**config.mk**
```make
export PLATFORM = sky130hd
export DESIGN_NAME = up_master
export DESIGN_NICKNAME = d
export VERILOG_FILES = /design/src/rtl/up_pkg.sv /design/src/rtl/up_tocnt.sv /design/src/rtl/up_master.sv
export SDC_FILE = /design/constraint.sdc
export NUM_CORES = 1
export LEC_CHECK = 0
export CAP_MARGIN = 10
export CORE_MARGIN = 1
export CORE_UTILIZATION = 45
export CTS_BUF_LIST = sky130_fd_sc_hd__clkbuf_16
export CTS_CLUSTER_DIAMETER = 150
export CTS_CLUSTER_SIZE = 14
export DETAILED_ROUTE_END_ITERATION = 10
export DONT_BUFFER_PORTS = 1
export RECOVER_POWER = 50
export SLEW_MARGIN = 10
export SYNTH_ARGS = -nofsm -noshare
export SYNTH_HDL_FRONTEND = slang
export SYNTH_HIERARCHICAL = 1
export SYNTH_SLANG_ARGS = --single-unit
```
**constraint.sdc**
```tcl
create_clock -name clk -period 4.7 [get_ports clk]
set_input_delay 0.94 -clock clk [delete_from_list [all_inputs] [get_ports clk]]
set_output_delay 0.94 -clock clk [all_outputs]
set_load 0.02 [all_outputs]
```
**src/rtl/up_pkg.sv**
```systemverilog
// Shared definitions for the register-bus master: FSM state encoding and
// default address/data widths and ACCESS timeout length.
// Latency: n/a. Backpressure: n/a.
package up_pkg;

    localparam int AW_DEF   = 8;
    localparam int DW_DEF   = 8;
    localparam int TOUT_DEF = 255;

    typedef enum logic [1:0] {
        IDLE   = 2'd0,
        ACCESS = 2'd1,
        TURN   = 2'd2
    } state_t;

endpackage

```
**src/rtl/up_tocnt.sv**
```systemverilog
// ACCESS timeout counter: clears on clr, counts enabled cycles, flags the last allowed one.
// Latency: expire is combinational from the count; count advances one per en cycle.
// Backpressure: none; saturates at TOUT-1 until cleared.
// Ports: clk, rst (sync, active-high), clr (restart at 0), en (count this cycle),
//        expire (count has reached TOUT-1).
module up_tocnt
    import up_pkg::*;
#(
    parameter int TOUT = TOUT_DEF
) (
    input  logic clk,
    input  logic rst,
    input  logic clr,
    input  logic en,
    output logic expire
);

    localparam int CW = $clog2(TOUT);

    logic [CW-1:0] cnt;

    assign expire = (cnt == CW'(TOUT - 1));

    always_ff @(posedge clk) begin
        if (rst || clr) begin
            cnt <= '0;
        end else if (en && !expire) begin
            cnt <= cnt + CW'(1);
        end
    end

endmodule

```
**src/rtl/up_master.sv**
```systemverilog
// Register-bus master: takes one valid/ready request, runs one upen/strobe access, returns a one-cycle response.
// Latency: 3 cycles acceptance-to-rsp_vld with a 1-cycle slave ack; TURN then waits for upack to drop.
// Backpressure: req_rdy only in IDLE (no queueing); responses have no backpressure.
// Ports: clk, rst (sync, active-high); req_vld/req_rdy/req_wr/req_addr/req_wdata request side;
//        rsp_vld/rsp_rdata/rsp_err response pulse; upen/uprs/upws/upa/updi/updo/upack register bus.
// Build option: define UP_MASTER_TIMEOUT_EN to abort ACCESS after TOUT cycles without upack
// (rsp_err=1, rsp_rdata=0); otherwise ACCESS waits forever and rsp_err is tied low.
module up_master
    import up_pkg::*;
#(
    parameter int AW   = AW_DEF,
    parameter int DW   = DW_DEF,
    parameter int TOUT = TOUT_DEF
) (
    input  logic          clk,
    input  logic          rst,
    input  logic          req_vld,
    output logic          req_rdy,
    input  logic          req_wr,
    input  logic [AW-1:0] req_addr,
    input  logic [DW-1:0] req_wdata,
    output logic          rsp_vld,
    output logic [DW-1:0] rsp_rdata,
    output logic          rsp_err,
    output logic          upen,
    output logic          uprs,
    output logic          upws,
    output logic [AW-1:0] upa,
    output logic [DW-1:0] updi,
    input  logic [DW-1:0] updo,
    input  logic          upack
);

    // TOUT outside 2..65535 is a configuration error caught at elaboration.
    if (TOUT < 2 || TOUT > 65535) begin : g_bad_tout
        $error("up_master: TOUT out of range");
    end

    state_t state;
    state_t state_nxt;
    logic   accept;
    logic   wr_q;
    logic   expire;

    assign accept = req_vld && req_rdy;

`ifdef UP_MASTER_TIMEOUT_EN
    up_tocnt #(
        .TOUT(TOUT)
    ) u_tocnt (
        .clk    (clk),
        .rst    (rst),
        .clr    (accept),
        .en     (state == ACCESS),
        .expire (expire)
    );

    // Error flag is refreshed at every ACCESS edge; upack beats a coincident timeout.
    always_ff @(posedge clk) begin
        if (rst) begin
            rsp_err <= 1'b0;
        end else if (state == ACCESS) begin
            rsp_err <= !upack && expire;
        end
    end
`else
    assign expire  = 1'b0;
    assign rsp_err = 1'b0;
`endif

    // State register
    always_ff @(posedge clk) begin
        if (rst) begin
            state <= IDLE;
        end else begin
            state <= state_nxt;
        end
    end

    // Next state. TURN holds until upack is seen low so a lingering ack
    // from this access cannot complete the next one.
    always_comb begin
        state_nxt = state;
        case (state)
            IDLE:    if (accept)          state_nxt = ACCESS;
            ACCESS:  if (upack || expire) state_nxt = TURN;
            TURN:    if (!upack)          state_nxt = IDLE;
            default:                      state_nxt = IDLE;
        endcase
    end

    // Outputs decoded from state; req_rdy is also masked by rst in its own cycle.
    always_comb begin
        req_rdy = (state == IDLE) && !rst;
        upen    = (state == ACCESS);
        uprs    = (state == ACCESS) && !wr_q;
        upws    = (state == ACCESS) && wr_q;
    end

    // Request capture and response generation
    always_ff @(posedge clk) begin
        if (rst) begin
            upa       <= '0;
            updi      <= '0;
            wr_q      <= 1'b0;
            rsp_vld   <= 1'b0;
            rsp_rdata <= '0;
        end else begin
            rsp_vld <= 1'b0;
            if (accept) begin
                upa  <= req_addr;
                updi <= req_wdata;
                wr_q <= req_wr;
            end
            if (state == ACCESS) begin
                if (upack) begin
                    rsp_vld <= 1'b1;
                    if (!wr_q) begin
                        rsp_rdata <= updo;
                    end
                end else if (expire) begin
                    rsp_vld   <= 1'b1;
                    rsp_rdata <= '0;
                end
            end
        end
    end

endmodule

```
# After elaboration in Yosys (flattened, before gate mapping)
# Index checks and enable logic that the tools add are counted.
totals:
  elab_cells: 28
  output_inout_bits: 30
  in_bits: 29
  register_bits: 28
classes:
  eq_ne: 5
  bitwise_logic: 2
  reduce_logical: 10
  muxes: 5
op_table:
  columns: ["op", "n"]
  rows:
  - ["$mux 2", 3]
  - ["$pmux 2 s3", 1]
  - ["$reduce_and 3->1", 2]
  - ["$logic_and 1x1->1", 4]
  - ["$ne 2x2->1 const B", 2]
  - ["$eq 2x1->1 const B", 1]
  - ["$eq 2x2->1 const B", 1]
  - ["$logic_not 1->1", 2]
  - ["$logic_not 2->1", 1]
  - ["$ne 2x1->1 const B", 1]
  - ["$not 1->1", 2]
  - ["$reduce_or 2->1", 1]
  - ["$mux 1", 1]

# Logic depth before layout (Yosys ltp)
depth:
  depth_word: 5
  ltp_mapped: 4
  mapped_depth_nobuf: 3

# Least setup slack after synthesis
# OpenSTA, ideal clock, no wires.
synth_path:
  path_type: "input port to output port"
  start: "in rst"
  end: "out req_rdy"
  t_arrival_ps: 1544
  cell_stages: 2
  n_path_buf: 1
  path_slack_ps: 2216
  t_required_ps: 3760
  path_cell_list: "clkbuf_1 > nor3_1"
synth_between:
  elab_chain_cells: 2
synth_rtl:
  columns: ["element", "line_no", "text"]
  rows:
  - ["from (decl)", "up_master.sv:16", "input logic rst,"]
  - ["$logic_not 1->1", "up_master.sv:94", "req_rdy = (state == IDLE) && !rst;"]
  - ["$logic_and 1x1->1", "up_master.sv:94", null]
  - ["to (decl)", "up_master.sv:18", "output logic req_rdy,"]
# Every way passes these cells.

# Final worst setup path
layout_path:
  start: "reg state[0]"
  end: "out upws"
layout_between:
  elab_chain_cells: 2
layout_rtl:
  columns: ["element", "line_no", "text"]
  rows:
  - ["from (decl)", "up_master.sv:39", "state_t state;"]
  - ["from (signal assigned)", "up_master.sv:76", "state <= state_nxt;"]
  - ["$eq 2x1->1", null, null]
  - ["via upen", "up_master.sv:25", "output logic upen,"]
  - ["$logic_and 1x1->1", "up_master.sv:97", "upws = (state == ACCESS) && wr_q;"]
  - ["to (decl)", "up_master.sv:27", "output logic upws,"]
# The timed path passes the listed nets, and every way through them passes these cells.

==> reports/metrics.cfg <==
[clocking]
cts_resized=0
h-tree-depth=1
postCtsSetupBuffers=0
cts_buffers=3
cts_root_buf=clkbuf_16
clk_latency_ns=0.26
cts.sinks=28
cts_tree=yes
clock_path_buffers=2
holdBufCountCts=0
cts.reportedPaths.clkPinSlew_ns=0.06

[synth]
ys_top_cells_by_area=dfxtp_1 (46%), mux2_4 (12%), nand2b_1 (8.7%)
ys.warnings.count=6
synth_seq_area_share=0.457
syn-instance-count=107
syn-num-nets=136
syn_area_per_cell_um2=11.5
synth_area_um2=1230
synth_area_leader_cell=dfxtp_1
synth_cell_types=22
yosysTopAreaCellShare=0.457
ys_seq_elements=28

[setup_path]
path_class=reg -> out
crit_start=state[0]
reg2reg_slack_ns=2.84
critPathArrivalTime_ns=1.46
r2r_start=state[1]
reg2reg_depth=2
worstPathRequired_ns=3.76
start_kind=flop
endpoint_kind=output pin
crit_fanout=7

[timing]
tightest_slew_ns=0.899
fin_crit_sh=0.511
fmaxAchievable_mhz=417
timing.final.crit_period_ns=2.40
max_slew_margin=0.400
rsz0062_at_grt=false
slew_viol_final=0
final-hold-violation-count=0
fin_skew_ns=0.00154
setup_viol=0
fin_tns_setup_ns=0
final.setup.worst_slack_ns=2.30

[floorplan]
die_y_um=54.2
io_pins=59
initial_utilization=0.487
die_area_um2=2940
rows=18
core_um2=2520
die_x_um=54.2

[placed_design]
preCtsSetupSlack_ns=2.28
dp_hpwl_um=1380
place.gp.congestion=0.658
portBuffers=0

[final_layout]
syn_to_final_growth_pct=5.00
nFillCells=241
num-nets-final=134
drive_gt1_frac=0.212
antenna_cells=0

[drt]
drcViolationCount=0
vias=699
vias_per_cell=5.22
drt_first_pass_iters=2
drtIter0Drc=1
wl_per_cell_um=14.6
ant_nets=0
wl_um=1950

[power_and_ir_drop]
leakagePower_uw=0.000549
irDropWorstVdd_mv=0.210
p_per_area_nw_per_um2=402

[worst_hold_path]
hp-start=state[1]
hp-class=reg -> reg
hold_depth=1

[global_route]
antenna_found_initial=0
grt_pass1_wl_um=2820
grt_max_degree=38
grtUsageTotal=0.140
grt_pass1_vias=675
gr-total-overflow=0

[flow_run]
cap_violations=0

[outcome]
run_status=complete, no violations

cell usage in the layout (no fill, tap or decap):
cell	n
a2111oi_0	1
a21oi_1	1
and2_1	1
and2b_1	5
and4bb_1	1
clkbuf_16	3
clkinv_1	1
conb_1	1
dfxtp_1	28
inv_1	1
mux2_2	7
mux2_4	10
mux2i_1	8
nand2b_1	17
nor2_1	3
nor2b_1	12
nor3_1	1
or2b_2	2
or4b_1	1
registers in the layout, summed over array words and instances, names as in the netlist:
| register | count |
|---|---|
| updi | 8 |
| upa | 8 |
| state | 2 |
| rsp_rdata | 8 |
| rsp_vld | 1 |
| wr_q | 1 |
through the flow:
stage	cell area (um2)	instances	utilization	total power, uW	hold slack, ns
after floorplan	1230	107	-	335	0.460
after global placement	1210	130	0.480	334	0.487
after detailed placement	1210	130	0.480	336	0.497
after CTS	1290	134	0.511	526	0.513
after global routing	1290	134	0.511	540	0.528
final	1290	134	0.511	518	0.516
layer usage:
layer,track usage,routed length [um],up-vias,part of all wire
met5,0,0,-,0
met4,0.0641,10,0,0.0051
met3,0.0694,170,2,0.087
met2,0.254,993,34,0.51
met1,0.129,777,320,0.40
li1,-,-,343,-
report_power, final:
part / internal (uW) / switching (uW)
sequential: 254 / 28.6
clock: 114 / 74.6
combinational: 28.9 / 18.4
total: 397 / 122
cell type report:
cell class / count / area, um2 / area share
clock buffer: 3 / 75.1 / 0.0583
clock inverter: 1 / 3.75 / 0.00291
inverter: 1 / 3.75 / 0.00291
multi-input combinational: 71 / 608 / 0.472
sequential: 28 / 561 / 0.435
tap: 30 / 37.5 / 0.0291
worst paths after layout:
path,endpoint
worst max register to register,upa[6]
worst max-delay path,upws
worst min-delay path,state[0]
worst min register to register,state[0]
Yosys cell counts:
master / instances
mux2_4: 10
a2111oi_0: 1
inv_1: 1
buf_2: 1
dfxtp_1: 28
buf_12: 1
conb_1: 1
nand2b_1: 17
and2b_1: 5
nor2_1: 3
or2b_2: 2
nor3_1: 1
buf_6: 1
clkbuf_1: 3
and2_1: 1
buf_4: 1
mux2_2: 7
nor2b_1: 12
a21oi_1: 1
mux2i_1: 8
or4b_1: 1
and4bb_2: 1
critical path, stage by stage (launching register included):
cell and delay (ns):
dfxtp_1 0.41, or2b_2 0.35, inv_1 0.18, and2_1 0.27
cell families (layout without fill, tap and decap cells):
kind of cell	count (synthesis)	in the layout	synth area share
other	1	1	0.00306
AO/OA/AOI/OAI	2	2	0.0112
buffers and inverters	8	5	0.0479
AND/OR/NAND/NOR	43	43	0.229
flip-flops	28	28	0.457
multiplexers	25	25	0.252
(Power assumes the default switching activity.)
